### config.mk
export PLATFORM = sky130hd
export DESIGN_NAME = mii_rx_frame_decoder
export DESIGN_NICKNAME = d
export VERILOG_FILES = /design/src/rtl/mii_rx_frame_decoder.sv
export SDC_FILE = /design/constraint.sdc
export NUM_CORES = 1
export LEC_CHECK = 0
export CAP_MARGIN = 10
export CORE_MARGIN = 2
export CORE_UTILIZATION = 44
export CTS_BUF_LIST = sky130_fd_sc_hd__clkbuf_8
export DETAILED_ROUTE_END_ITERATION = 16
export PLACE_DENSITY = 0.73
export SYNTH_ARGS = -nofsm -noshare
export SYNTH_HDL_FRONTEND = slang
export SYNTH_SLANG_ARGS = --single-unit
### constraint.sdc
create_clock -name i_clk -period 2.28 [get_ports i_clk]
set_input_delay 0.456 -clock i_clk [delete_from_list [all_inputs] [get_ports i_clk]]
set_output_delay 0.456 -clock i_clk [all_outputs]
set_load 0.005 [all_outputs]
### src/rtl/mii_rx_frame_decoder.sv
// MII receive frame decoder: strips preamble/SFD, assembles nibbles low-first into bytes,
// checks CRC-32 / length / alignment / rx_er and reports one status strobe per frame.
module mii_rx_frame_decoder #(
    parameter int MIN_LEN = 64,
    parameter int MAX_LEN = 1518
) (
    input  logic        i_clk,
    input  logic        i_nreset,
    input  logic        enet_rx_dv,
    input  logic        enet_rx_er,
    input  logic [3:0]  enet_rx_data,
    output logic        o_valid,
    output logic [7:0]  o_data,
    output logic        o_sof,
    output logic        o_eof,
    output logic        o_frame_ok,
    output logic        o_err_crc,
    output logic        o_err_len,
    output logic        o_err_align,
    output logic        o_err_rx,
    output logic [10:0] o_len,
    output logic [15:0] o_good_count,
    output logic [15:0] o_bad_count
);

    typedef enum logic [1:0] {IDLE, PREAMBLE, DATA, DROP} state_t;

    localparam logic [31:0] CRC_POLY    = 32'hEDB88320;
    localparam logic [31:0] CRC_RESIDUE = 32'hDEBB20E3;
    localparam logic [10:0] MIN_L       = 11'(MIN_LEN);
    localparam logic [10:0] MAX_L       = 11'(MAX_LEN);
    localparam logic [10:0] LEN_SAT     = 11'h7FF;

    state_t      state_q, state_d;
    logic        phase_q, phase_d;
    logic [3:0]  low_nib_q, low_nib_d;
    logic [31:0] crc_q, crc_d;
    logic [10:0] cnt_q, cnt_d;
    logic        rx_flag_q, rx_flag_d;
    logic        valid_q, valid_d;
    logic [7:0]  data_q, data_d;
    logic        sof_q, sof_d;
    logic        eof_q, eof_d;
    logic        ok_q, ok_d;
    logic        err_crc_q, err_crc_d;
    logic        err_len_q, err_len_d;
    logic        err_align_q, err_align_d;
    logic        err_rx_q, err_rx_d;
    logic [10:0] len_q, len_d;
    logic [15:0] good_q, good_d;
    logic [15:0] bad_q, bad_d;

    logic [7:0]  rx_byte;
    logic [31:0] crc_next;
    logic        end_crc, end_len;

    // Reflected CRC-32, one byte per call, LSB first.
    function automatic logic [31:0] crc_byte(input logic [31:0] crc, input logic [7:0] b);
        logic [31:0] c;
        c = crc ^ {24'd0, b};
        for (int k = 0; k < 8; k++) begin
            c = c[0] ? ((c >> 1) ^ CRC_POLY) : (c >> 1);
        end
        return c;
    endfunction

    assign rx_byte  = {enet_rx_data, low_nib_q};
    assign crc_next = crc_byte(crc_q, rx_byte);
    assign end_crc  = (crc_q != CRC_RESIDUE);
    assign end_len  = (cnt_q < MIN_L) || (cnt_q > MAX_L);

    always_comb begin
        state_d     = state_q;
        phase_d     = phase_q;
        low_nib_d   = low_nib_q;
        crc_d       = crc_q;
        cnt_d       = cnt_q;
        rx_flag_d   = rx_flag_q;
        valid_d     = 1'b0;
        data_d      = data_q;
        sof_d       = 1'b0;
        eof_d       = 1'b0;
        ok_d        = ok_q;
        err_crc_d   = err_crc_q;
        err_len_d   = err_len_q;
        err_align_d = err_align_q;
        err_rx_d    = err_rx_q;
        len_d       = len_q;
        good_d      = good_q;
        bad_d       = bad_q;

        case (state_q)
            IDLE: begin
                if (enet_rx_dv) begin
                    state_d = (enet_rx_data == 4'h5) ? PREAMBLE : DROP;
                end
            end
            PREAMBLE: begin
                if (!enet_rx_dv) begin
                    state_d = IDLE;
                end else if (enet_rx_data == 4'hD) begin
                    state_d   = DATA;
                    phase_d   = 1'b0;
                    cnt_d     = 11'd0;
                    crc_d     = 32'hFFFFFFFF;
                    rx_flag_d = 1'b0;
                end else if (enet_rx_data != 4'h5) begin
                    state_d = DROP;
                end
            end
            DATA: begin
                if (enet_rx_dv) begin
                    if (enet_rx_er) begin
                        rx_flag_d = 1'b1;
                    end
                    if (!phase_q) begin
                        low_nib_d = enet_rx_data;
                        phase_d   = 1'b1;
                    end else begin
                        phase_d = 1'b0;
                        crc_d   = crc_next;
                        if (cnt_q != LEN_SAT) begin
                            cnt_d = cnt_q + 11'd1;
                        end
                        // Oversized frames keep counting and CRC-checking but stop emitting.
                        if (cnt_q < MAX_L) begin
                            valid_d = 1'b1;
                            data_d  = rx_byte;
                            sof_d   = (cnt_q == 11'd0);
                        end
                    end
                end else begin
                    eof_d       = 1'b1;
                    err_align_d = phase_q;
                    err_crc_d   = end_crc;
                    err_len_d   = end_len;
                    err_rx_d    = rx_flag_q;
                    len_d       = cnt_q;
                    ok_d        = !(phase_q || end_crc || end_len || rx_flag_q);
                    if (!(phase_q || end_crc || end_len || rx_flag_q)) begin
                        good_d = good_q + 16'd1;
                    end else begin
                        bad_d = bad_q + 16'd1;
                    end
                    state_d = IDLE;
                end
            end
            DROP: begin
                if (!enet_rx_dv) begin
                    state_d = IDLE;
                end
            end
            default: state_d = IDLE;
        endcase
    end

    always_ff @(posedge i_clk or negedge i_nreset) begin
        if (!i_nreset) begin
            state_q     <= IDLE;
            phase_q     <= 1'b0;
            low_nib_q   <= 4'd0;
            crc_q       <= 32'hFFFFFFFF;
            cnt_q       <= 11'd0;
            rx_flag_q   <= 1'b0;
            valid_q     <= 1'b0;
            data_q      <= 8'd0;
            sof_q       <= 1'b0;
            eof_q       <= 1'b0;
            ok_q        <= 1'b0;
            err_crc_q   <= 1'b0;
            err_len_q   <= 1'b0;
            err_align_q <= 1'b0;
            err_rx_q    <= 1'b0;
            len_q       <= 11'd0;
            good_q      <= 16'd0;
            bad_q       <= 16'd0;
        end else begin
            state_q     <= state_d;
            phase_q     <= phase_d;
            low_nib_q   <= low_nib_d;
            crc_q       <= crc_d;
            cnt_q       <= cnt_d;
            rx_flag_q   <= rx_flag_d;
            valid_q     <= valid_d;
            data_q      <= data_d;
            sof_q       <= sof_d;
            eof_q       <= eof_d;
            ok_q        <= ok_d;
            err_crc_q   <= err_crc_d;
            err_len_q   <= err_len_d;
            err_align_q <= err_align_d;
            err_rx_q    <= err_rx_d;
            len_q       <= len_d;
            good_q      <= good_d;
            bad_q       <= bad_d;
        end
    end

    assign o_valid      = valid_q;
    assign o_data       = data_q;
    assign o_sof        = sof_q;
    assign o_eof        = eof_q;
    assign o_frame_ok   = ok_q;
    assign o_err_crc    = err_crc_q;
    assign o_err_len    = err_len_q;
    assign o_err_align  = err_align_q;
    assign o_err_rx     = err_rx_q;
    assign o_len        = len_q;
    assign o_good_count = good_q;
    assign o_bad_count  = bad_q;

endmodule

==> results.sh, run 1 <==
export IMPL_p_int_uw=6178
export IMPL_holdCritPathClass="flop to flop"
export IMPL_synth_ff_type="dfrtp_1"
export IMPL_yosys_register_bits=110
export IMPL_synthDistinctLibCells=49
export IMPL_cp_start_kind="flop"
export IMPL_drive_above_1_share=0.2727
export IMPL_power_density_nw_per_um2=1457
export IMPL_synth_compound_area_frac=0.05624
export IMPL_crit_required_ns=2.55
export IMPL_outcome="finished clean"
export IMPL_ff_latch_area_um2=2793
export IMPL_syn_avg_cell_area_um2=11.70
export IMPL_finalSetupTns_ns=0
export IMPL_grt_pass1_wl_um=19820
export IMPL_slowest_stage="dfstp_2"
export IMPL_max_stage_delay_ns=0.61
export IMPL_p_sw_uw=3948
export IMPL_antenna_found_initial=0
export IMPL_fp_row_count=40
export IMPL_skew_ns=0.01200
export IMPL_maxCapViolCount=0
export IMPL_route_vias_total=3771
export IMPL_wl_met2_um=5959
export IMPL_share_seq_of_total_power=0.319
export IMPL_drc_errors=0
export IMPL_via_per_inst=5.021
export IMPL_n_antenna_cell=0
export IMPL_period_minus_slack_ns=2.150
export IMPL_cts_tree="done"
export IMPL_synthMuxAreaShare=0.05992
export IMPL_fin_util=0.5762
export IMPL_clk_pin_slew_worst_paths_ns=0.11
export IMPL_synthAdderAreaFrac=0.009183
export IMPL_end_kind="flop"
export IMPL_h_tree_depth=3
export IMPL_final_cell_mix="78 x dfrtp_1, 65 x clkdlybuf4s50_1, 50 x xnor2_1, 47 x buf_4, 46 x nor2_1"
export IMPL_area_growth_pct=27.53
export IMPL_post_route_period_util=0.9431
export IMPL_clk_latency_ns=0.38
export IMPL_fillCellCount=1008
export IMPL_grt_overflow_total=0
export IMPL_final_common_cell="dfrtp_1"
export IMPL_grt_pass1_vias=3924
export IMPL_path_class="flop to flop"
export IMPL_avgRoutedWirePerCell_um=15.98
export IMPL_setup_viol=0
export IMPL_fp_dieH_um=115.3
export IMPL_synth_top_family_by_area="XOR/XNOR gates"
export IMPL_grt_max_degree=47
export IMPL_grtUsageTotal=0.1894
export IMPL_cts_buffers_inserted=9
export IMPL_routed_top_layer="met4"
export IMPL_initialDrtViolationCount=171
export IMPL_peakVddDrop_mv=0.8852
export IMPL_cts_num_sinks=110
export IMPL_pwr_share_clk=0.131
export IMPL_netlist_area_um2=5450
export IMPL_portBuffers=66
export IMPL_maxSlewViolCount=0
export IMPL_coreArea_um2=12060
export IMPL_die_w_um=115.3
export IMPL_rsz0062_at_grt="yes"
export IMPL_p_leak_uw=0.002955
export IMPL_synthCells=466
export IMPL_wl_met3_um=382
export IMPL_power_frac_comb=0.550
export IMPL_swShare=0.3899
export IMPL_drt_pass1_iterations=4
export IMPL_tightest_slew_ns=0.4411
export IMPL_slew_headroom=0.7059
export IMPL_synth_edf_count=0
export IMPL_synth_seq_area_share=0.5124
export IMPL_finalHoldViolCount=0
export IMPL_max_clock_freq_mhz=465.0
export IMPL_detail_route_antenna_nets=0
export IMPL_synth_nets=478
export IMPL_die_area_um2=13290
export IMPL_start_util=0.4519
export IMPL_cts_buffer_depth=2
export IMPL_synthSimpleGateAreaFrac=0.1380
export IMPL_synth_warnings=0
export IMPL_routed_wl_um=12000
export IMPL_ios=67
export IMPL_yosys_area_share_xor_xnor=0.2032
export IMPL_path_cells="nand2_1 > nor4_4 > nand4_2 > buf_4 > o31ai_4 > buf_12 > mux2_1"
export IMPL_fin_nets=590
export IMPL_m1WireLength_um=5462
export IMPL_crit_fanout=17
export IMPL_multi_input_area_um2=2580
export IMPL_root_buffer="clkbuf_8"
export IMPL_ff2ff_setup_slack_ns=0.13
export IMPL_hpwl_um=8800
export IMPL_crit_arrival_ns=2.42
export IMPL_synthArstFlopShare=1.000
export IMPL_globalplace_congestion=0.8793
-- cells in the mapped netlist, types with 2 or more instances --
cell type | number | area share
a21oi_1 | 26 | 0.024
a31oi_1 | 2 | 0.0023
a41oi_1 | 2 | 0.0032
and2_1 | 7 | 0.0080
and3_1 | 6 | 0.0069
and4_1 | 2 | 0.0032
buf_2 | 8 | 0.0073
buf_4 | 2 | 0.0028
clkbuf_1 | 8 | 0.0055
dfrtp_1 | 78 | 0.36
dfstp_2 | 32 | 0.15
ha_1 | 4 | 0.0092
inv_1 | 8 | 0.0055
mux2_1 | 2 | 0.0041
mux2_2 | 27 | 0.056
nand2_1 | 17 | 0.012
nand3_1 | 22 | 0.020
nand4_1 | 8 | 0.0092
nand4b_1 | 5 | 0.0080
nor2_1 | 46 | 0.032
nor2b_1 | 3 | 0.0034
nor3_1 | 8 | 0.0073
nor4_1 | 8 | 0.0092
o21ai_0 | 3 | 0.0028
o22a_1 | 6 | 0.0096
xnor2_1 | 50 | 0.080
xnor2_2 | 10 | 0.030
xnor2_4 | 2 | 0.010
xor2_1 | 41 | 0.066
xor2_2 | 4 | 0.012
-- flip-flops by register name (all words and copies together) (netlist names), 2 cells and up --
| register | flops |
|---|---|
| o_len | 11 |
| low_nib_q | 4 |
| state_q | 2 |
| cnt_q | 11 |
| crc_q | 32 |
| o_data | 8 |
| o_good_count | 16 |
| o_bad_count | 16 |
-- per-stage QoR --
step / power [uW] / setup WS [ns] / cells / cell area, um^2 / hold slack [ns]
finish: 10130 / 0.1296 / 751 / 6950 / 0.4740
global route: 10770 / -0.007698 / 751 / 6950 / 0.5110
CTS: 10160 / 0.02599 / 748 / 6909 / 0.4780
detailed placement: 8746 / -0.04342 / 731 / 6656 / 0.4179
global placement: 8619 / -0.004711 / 731 / 6656 / 0.4129
floorplan: 6944 / 0.1531 / 466 / 5450 / 0.1604
-- final timing paths --
| check | start | endpoint | depth (start not counted) |
|---|---|---|---|
| worst min-delay path | o_bad_count[15] | o_bad_count[15] | 1 |
| max in group asynchronous | i_nreset | crc_q[19] | 3 |
| min in group asynchronous | i_nreset | cnt_q[9] | 2 |
| worst max-delay path | crc_q[5] | o_bad_count[1] | 7 |
| worst max register to register | crc_q[5] | o_bad_count[1] | 7 |
| worst min register to register | o_bad_count[15] | o_bad_count[15] | 1 |
-- final cells by class --
cell class | instances | share of cell area
Clock buffer | 9 | 0.01782
Clock inverter | 7 | 0.01494
Inverter | 8 | 0.004320
Multi-Input combinational cell | 330 | 0.3712
Sequential cell | 110 | 0.4018
Tap cell | 168 | 0.03024
Timing Repair Buffer | 119 | 0.1597
-- power by group through the flow --
stage	clock network (uW)	registers (uW)	logic, uW
final	1330	3230	5570
after global routing	1440	3300	6030
after CTS	1350	3230	5580
after detailed placement	0	3250	5490
after global placement	0	3230	5390
after floorplan	0	3150	3800
-- metal layers --
metal	GRT usage	vias to the layer above
met5	0	-
met1	0.2587	1878
li1	-	1805
met4	0.06667	0
met3	0.02636	14
met2	0.3110	74
-- critical path, delay by kind of cell (launching register included) --
family          cells  cell delay [ns]
buf+inv             2             0.36
simple gates        3             0.55
compound gates      1             0.21
mux                 1             0.32
flops               1             0.61
-- cell families (layout without fill, tap and decap cells) --
| logic type | after synthesis | in the layout |
|---|---|---|
| flops | 110 | 110 |
| buf+inv | 26 | 143 |
| xor+xnor | 108 | 108 |
| simple gates | 142 | 142 |
| fa+ha+maj | 4 | 4 |
| mux | 29 | 29 |
| compound gates | 47 | 47 |
-- repair_timing --
action | 4_1_cts | 5_1_grt
resized for setup | 2 | 4
gates cloned | 0 | 1
setup endpoints to repair | 1 | 14
buffers inserted | 0 | 2
pin swaps | 0 | 2
hold endpoints to repair | 4 | 0
hold buffers | 1 | 0
(Power assumes the default switching activity.)
==> run 2: changes to the inputs <==
--- a/config.mk
+++ b/config.mk
@@ -5,12 +5,13 @@
 export SDC_FILE = /design/constraint.sdc
 export NUM_CORES = 1
 export LEC_CHECK = 0
-export CAP_MARGIN = 10
+export CAP_MARGIN = 20
 export CORE_MARGIN = 2
 export CORE_UTILIZATION = 44
 export CTS_BUF_LIST = sky130_fd_sc_hd__clkbuf_8
 export DETAILED_ROUTE_END_ITERATION = 16
 export PLACE_DENSITY = 0.73
+export SKIP_CTS_REPAIR_TIMING = 1
 export SYNTH_ARGS = -nofsm -noshare
 export SYNTH_HDL_FRONTEND = slang
 export SYNTH_SLANG_ARGS = --single-unit
==> run 2 against run 1 <==
Compared with the run above: worst setup slack got worse by 0.0016 ns; critical path depth unchanged; clock skew about the same; maximum frequency about the same; flip-flop and latch count unchanged; global-route usage about the same; worst hold slack got worse by 0.47 ns; combinational power about the same; sequential share of layout area increased by 0.058 points; die area unchanged.
==> results.sh, run 2 (synthesis gave the netlist of run 1 again) <==
export IMPL_outcome="finished clean"
export IMPL_largest_reg_flops=32
export IMPL_fp_dieH_um=115.3
export IMPL_cts_num_sinks=110
export IMPL_h_tree_depth=3
export IMPL_drt_pass1_iterations=4
export IMPL_clk_pin_slew_worst_paths_ns=0.11
export IMPL_maxSlewViolCount=0
export IMPL_peakVddDrop_mv=0.8875
export IMPL_max_stage_delay_ns=0.61
export IMPL_antenna_found_initial=0
export IMPL_post_route_period_util=0.9438
export IMPL_clk_latency_ns=0.38
export IMPL_max_clock_freq_mhz=464.7
export IMPL_final_common_cell="dfrtp_1"
export IMPL_p_sw_uw=3948
export IMPL_start_util=0.4519
export IMPL_cts_tree="done"
export IMPL_p_leak_uw=0.002951
export IMPL_fillCellCount=1009
export IMPL_routed_wl_um=11990
export IMPL_largest_register="crc_q"
export IMPL_route_vias_total=3777
export IMPL_detail_route_antenna_nets=0
export IMPL_share_seq_of_total_power=0.319
export IMPL_coreArea_um2=12060
export IMPL_via_per_inst=5.036
export IMPL_final_cell_mix="78 x dfrtp_1, 65 x clkdlybuf4s50_1, 50 x xnor2_1, 47 x buf_4, 46 x nor2_1"
export IMPL_drive_above_1_share=0.2732
export IMPL_slew_headroom=0.7059
export IMPL_cts_buffer_depth=2
export IMPL_end_kind="flop"
export IMPL_tightest_slew_ns=0.4412
export IMPL_crit_arrival_ns=2.42
export IMPL_n_antenna_cell=0
export IMPL_area_growth_pct=27.34
export IMPL_die_w_um=115.3
export IMPL_pwr_share_clk=0.131
export IMPL_portBuffers=66
export IMPL_grt_overflow_total=0
export IMPL_fin_nets=589
export IMPL_root_buffer="clkbuf_8"
export IMPL_finalSetupTns_ns=0
export IMPL_path_class="flop to flop"
export IMPL_grt_max_degree=47
export IMPL_crit_required_ns=2.55
export IMPL_period_minus_slack_ns=2.152
export IMPL_grt_pass1_wl_um=19770
export IMPL_slowest_stage="dfstp_2"
export IMPL_rsz0062_at_grt="yes"
export IMPL_reg2regPathDepth=7
export IMPL_hpwl_um=8800
export IMPL_grtUsageTotal=0.1889
export IMPL_ios=67
export IMPL_setup_viol=0
export IMPL_finalHoldViolCount=0
export IMPL_initialDrtViolationCount=187
export IMPL_drc_errors=0
export IMPL_power_frac_comb=0.550
export IMPL_die_area_um2=13290
export IMPL_globalplace_congestion=0.8793
export IMPL_grt_pass1_vias=3928
export IMPL_avgRoutedWirePerCell_um=15.99
export IMPL_skew_ns=0.01247
export IMPL_dp_slack_ns=-0.04342
export IMPL_setup_ws_ns=0.1280
export IMPL_crit_fanout=17
export IMPL_cp_start_kind="flop"
export IMPL_swShare=0.3900
export IMPL_path_cells="nand2_1 > nor4_4 > nand4_2 > buf_4 > o31ai_4 > buf_12 > mux2_1"
export IMPL_fp_row_count=40
export IMPL_p_int_uw=6176
export IMPL_holdCritPathClass="primary input to async pin"
export IMPL_maxCapViolCount=0
export IMPL_power_density_nw_per_um2=1459
export IMPL_cts_buffers_inserted=9
[run 2: changes by cell type in the layout (fill, tap and decap cells not counted)]
| cell | delta |
|---|---|
| dlygate4sd3_1 | -1 |
[run 2: path summary, 6_finish.rpt]
path / slack (ns) / from / to
max: 0.13 / crc_q[5] / o_bad_count[1]
min: 0.0006 / i_nreset / cnt_q[9]
max reg2reg: 0.13 / crc_q[5] / o_bad_count[1]
min reg2reg: 0.47 / o_bad_count[15] / o_bad_count[15]
max in group asynchronous: 1.55 / i_nreset / crc_q[19]
min in group i_clk: 0.47 / o_bad_count[15] / o_bad_count[15]
[run 2: critical path: cells and delay by family (launching register included)]
family	cells	cell delay [ns]
buffers and inverters	2	0.37
AO/OA/AOI/OAI	1	0.21
AND/OR/NAND/NOR	3	0.55
multiplexers	1	0.32
flip-flops	1	0.61
[run 2: stage by stage]
step / util / area (um^2) / total power [uW] / instances / hold slack [ns]
2_1_floorplan: - / 5450 / 6944 / 466 / 0.1604
3_3_place_gp: 0.5519 / 6656 / 8619 / 731 / 0.4129
3_5_place_dp: 0.5519 / 6656 / 8746 / 731 / 0.4179
4_1_cts: 0.5707 / 6884 / 10140 / 747 / -0.0003431
5_1_grt: 0.5754 / 6940 / 10770 / 750 / 0.01317
6_report: 0.5754 / 6940 / 10120 / 750 / 0.0005899
[run 2: cell type report]
type / count / area (um^2) / area share
clock buffers: 9 / 123.9 / 0.01785
clock inverters: 7 / 103.9 / 0.01496
inverters: 8 / 30.03 / 0.004327
multi-input cells: 330 / 2580 / 0.3717
flip-flops and latches: 110 / 2793 / 0.4024
well taps: 168 / 210.2 / 0.03029
repair buffers: 118 / 1100 / 0.1585
[run 2: power by group through the flow]
| stage | Clock (uW) | Sequential, uW | Combinational (uW) |
|---|---|---|---|
| after floorplan | 0 | 3150 | 3800 |
| after global placement | 0 | 3230 | 5390 |
| after detailed placement | 0 | 3250 | 5490 |
| after CTS | 1350 | 3220 | 5570 |
| after global routing | 1440 | 3300 | 6030 |
| final | 1330 | 3230 | 5570 |
[run 2: metal layers]
metal	vias to the layer above	routed length [um]	global-route usage
met1	1882	5444	0.2573
met2	79	5931	0.3110
met4	0	214	0.06667
met5	-	0	0
li1	1801	-	-
met3	15	398	0.02636
==> run 3: changes to the inputs <==
--- a/config.mk
+++ b/config.mk
@@ -11,6 +11,7 @@
 export CTS_BUF_LIST = sky130_fd_sc_hd__clkbuf_8
 export DETAILED_ROUTE_END_ITERATION = 16
 export PLACE_DENSITY = 0.73
+export RECOVER_POWER = 100
 export SKIP_CTS_REPAIR_TIMING = 1
 export SYNTH_ARGS = -nofsm -noshare
 export SYNTH_HDL_FRONTEND = slang
==> run 3 against run 2 <==
Compared with the run above: the flow now finishes with violations (capacitance limit, slew limit); final cell count unchanged; worst hold slack improved by 0.47 ns; largest power group unchanged; critical path depth unchanged; critical path type unchanged; combinational power decreased by 1%; clock skew decreased by 0.0014 ns; via count increased by 0.32%.
==> results.sh, run 3 (synthesis gave the netlist of run 1 again) <==
export IMPL_share_seq_of_total_power=0.320
export IMPL_grt_pass1_wl_um=19770
export IMPL_cts_num_sinks=110
export IMPL_antenna_found_initial=0
export IMPL_setup_viol=0
export IMPL_path_cells="nand2_1 > nor4_4 > nand4_2 > buf_4 > o31ai_4 > buf_12 > mux2_1"
export IMPL_portBuffers=66
export IMPL_p_int_uw=6109
export IMPL_die_area_um2=13290
export IMPL_h_tree_depth=3
export IMPL_root_buffer="clkbuf_8"
export IMPL_outcome="finished, violations left"
export IMPL_crit_arrival_ns=2.43
export IMPL_route_vias_total=3789
export IMPL_maxSlewViolCount=31
export IMPL_cp_num_buf_inv=2
export IMPL_peakVddDrop_mv=0.8850
export IMPL_cp_top_family="flip-flops"
export IMPL_largest_reg_flops=32
export IMPL_setup_worst_path_end="o_bad_count[1]"
export IMPL_grt_overflow_total=0
export IMPL_placed_area_um2=6656
export IMPL_tightest_slew_ns=1.721
export IMPL_stdcell_area_um2=6915
export IMPL_slowest_stage="dfstp_2"
export IMPL_routed_wl_um=11930
export IMPL_grt_max_degree=47
export IMPL_die_w_um=115.3
export IMPL_grtUsageTotal=0.1889
export IMPL_coreArea_um2=12060
export IMPL_path_depth=7
export IMPL_final_common_cell="dfrtp_1"
export IMPL_area_growth_pct=26.88
export IMPL_max_stage_delay_ns=0.61
export IMPL_fillCellCount=1018
export IMPL_hpwl_um=8800
export IMPL_p_sw_uw=3928
export IMPL_initialDrtViolationCount=200
export IMPL_cts_buffers_inserted=9
export IMPL_n_antenna_cell=0
export IMPL_finalHoldViolCount=0
export IMPL_detail_route_antenna_nets=0
export IMPL_clk_latency_ns=0.38
export IMPL_max_clock_freq_mhz=463.9
export IMPL_ios=67
export IMPL_holdCritPathClass="flop to flop"
export IMPL_post_route_period_util=0.9455
export IMPL_power_density_nw_per_um2=1451
export IMPL_cts_tree="done"
export IMPL_drt_pass1_iterations=6
export IMPL_fp_dieH_um=115.3
export IMPL_maxCapViolCount=1
export IMPL_rsz0062_at_grt="yes"
export IMPL_globalplace_congestion=0.8793
export IMPL_largest_register="crc_q"
export IMPL_power_frac_comb=0.548
export IMPL_drive_above_1_share=0.2629
export IMPL_multi_input_area_um2=2576
export IMPL_r2r_end="o_bad_count[1]"
export IMPL_slew_headroom=-0.1471
export IMPL_final_cells=750
export IMPL_path_class="flop to flop"
export IMPL_p_leak_uw=0.003061
export IMPL_start_util=0.4519
export IMPL_cts_buffer_depth=2
export IMPL_violations="capacitance limit, slew limit"
export IMPL_ff2ff_setup_slack_ns=0.12
export IMPL_fp_row_count=40
export IMPL_avgRoutedWirePerCell_um=15.91
export IMPL_final_cell_mix="78 x dfrtp_1, 59 x dlygate4sd3_1, 50 x xnor2_1, 46 x nor2_1, 41 x xor2_1"
export IMPL_reg2regPathDepth=7
export IMPL_end_kind="flop"
export IMPL_skew_ns=0.01108
export IMPL_grt_pass1_vias=3928
export IMPL_fin_nets=589
export IMPL_period_minus_slack_ns=2.156
export IMPL_crit_required_ns=2.55
export IMPL_place_inst=731
export IMPL_ff_latch_area_um2=2793
export IMPL_crit_fanout=17
export IMPL_cp_startpoint="crc_q[5]"
export IMPL_via_per_inst=5.052
export IMPL_r2r_start="crc_q[5]"
export IMPL_drc_errors=0
export IMPL_swShare=0.3914
export IMPL_cp_start_kind="flop"
export IMPL_clk_pin_slew_worst_paths_ns=0.11
export IMPL_pwr_share_clk=0.132
run 3: changes by cell type in the layout (fill, tap and decap cells not counted), sizes merged:
cell	delta
buf	-7
clkbuf	+7
clkdlybuf4s50	-59
dlygate4sd3	+59
run 3: area by class of cell:
class	instances	share of cell area
flip-flops and latches	110	0.4038
multi-input cells	330	0.3725
clock buffers	9	0.01791
repair buffers	118	0.1560
well taps	168	0.03040
clock inverters	7	0.01502
inverters	8	0.004342
run 3: power groups by stage:
stage          Sequential, uW  Clock (uW)  Combinational (uW)
6_report                 3210        1330                5500
3_3_place_gp             3230           0                5390
2_1_floorplan            3150           0                3800
5_1_grt                  3290        1440                5970
3_5_place_dp             3250           0                5490
4_1_cts                  3220        1350                5570
run 3: stage by stage:
step | setup slack, ns | hold slack (ns) | util | power [uW] | TNS [ns]
floorplan | 0.1531 | 0.1604 | - | 6944 | 0
detailed placement | -0.04342 | 0.4179 | 0.5519 | 8746 | -0.3843
finish | 0.1243 | 0.4683 | 0.5733 | 10040 | 0
CTS | -0.005438 | -0.0003431 | 0.5707 | 10140 | -0.005438
global route | -0.007703 | 0.5058 | 0.5733 | 10700 | -0.007703
global placement | -0.004711 | 0.4129 | 0.5519 | 8619 | -0.007729
run 3: how the worst min path moves through the flow:
stage               startpoint              end  slack, ns  cells past startpoint
2_1_floorplan         i_nreset         cnt_q[0]       0.16                      0
3_3_place_gp          i_nreset     low_nib_q[3]       0.41                      1
3_5_place_dp          i_nreset     low_nib_q[3]       0.42                      1
4_1_cts               i_nreset         cnt_q[6]    -0.0003                      1
5_1_grt         o_bad_count[7]   o_bad_count[7]       0.51                      1
6_report       o_bad_count[15]  o_bad_count[15]       0.47                      1
run 3: layer usage:
metal	up-vias	share of wire	global-route usage
met4	0	0.018	0.06667
met2	82	0.50	0.3110
met5	-	0	0
met1	1880	0.45	0.2573
li1	1808	-	-
met3	19	0.036	0.02636
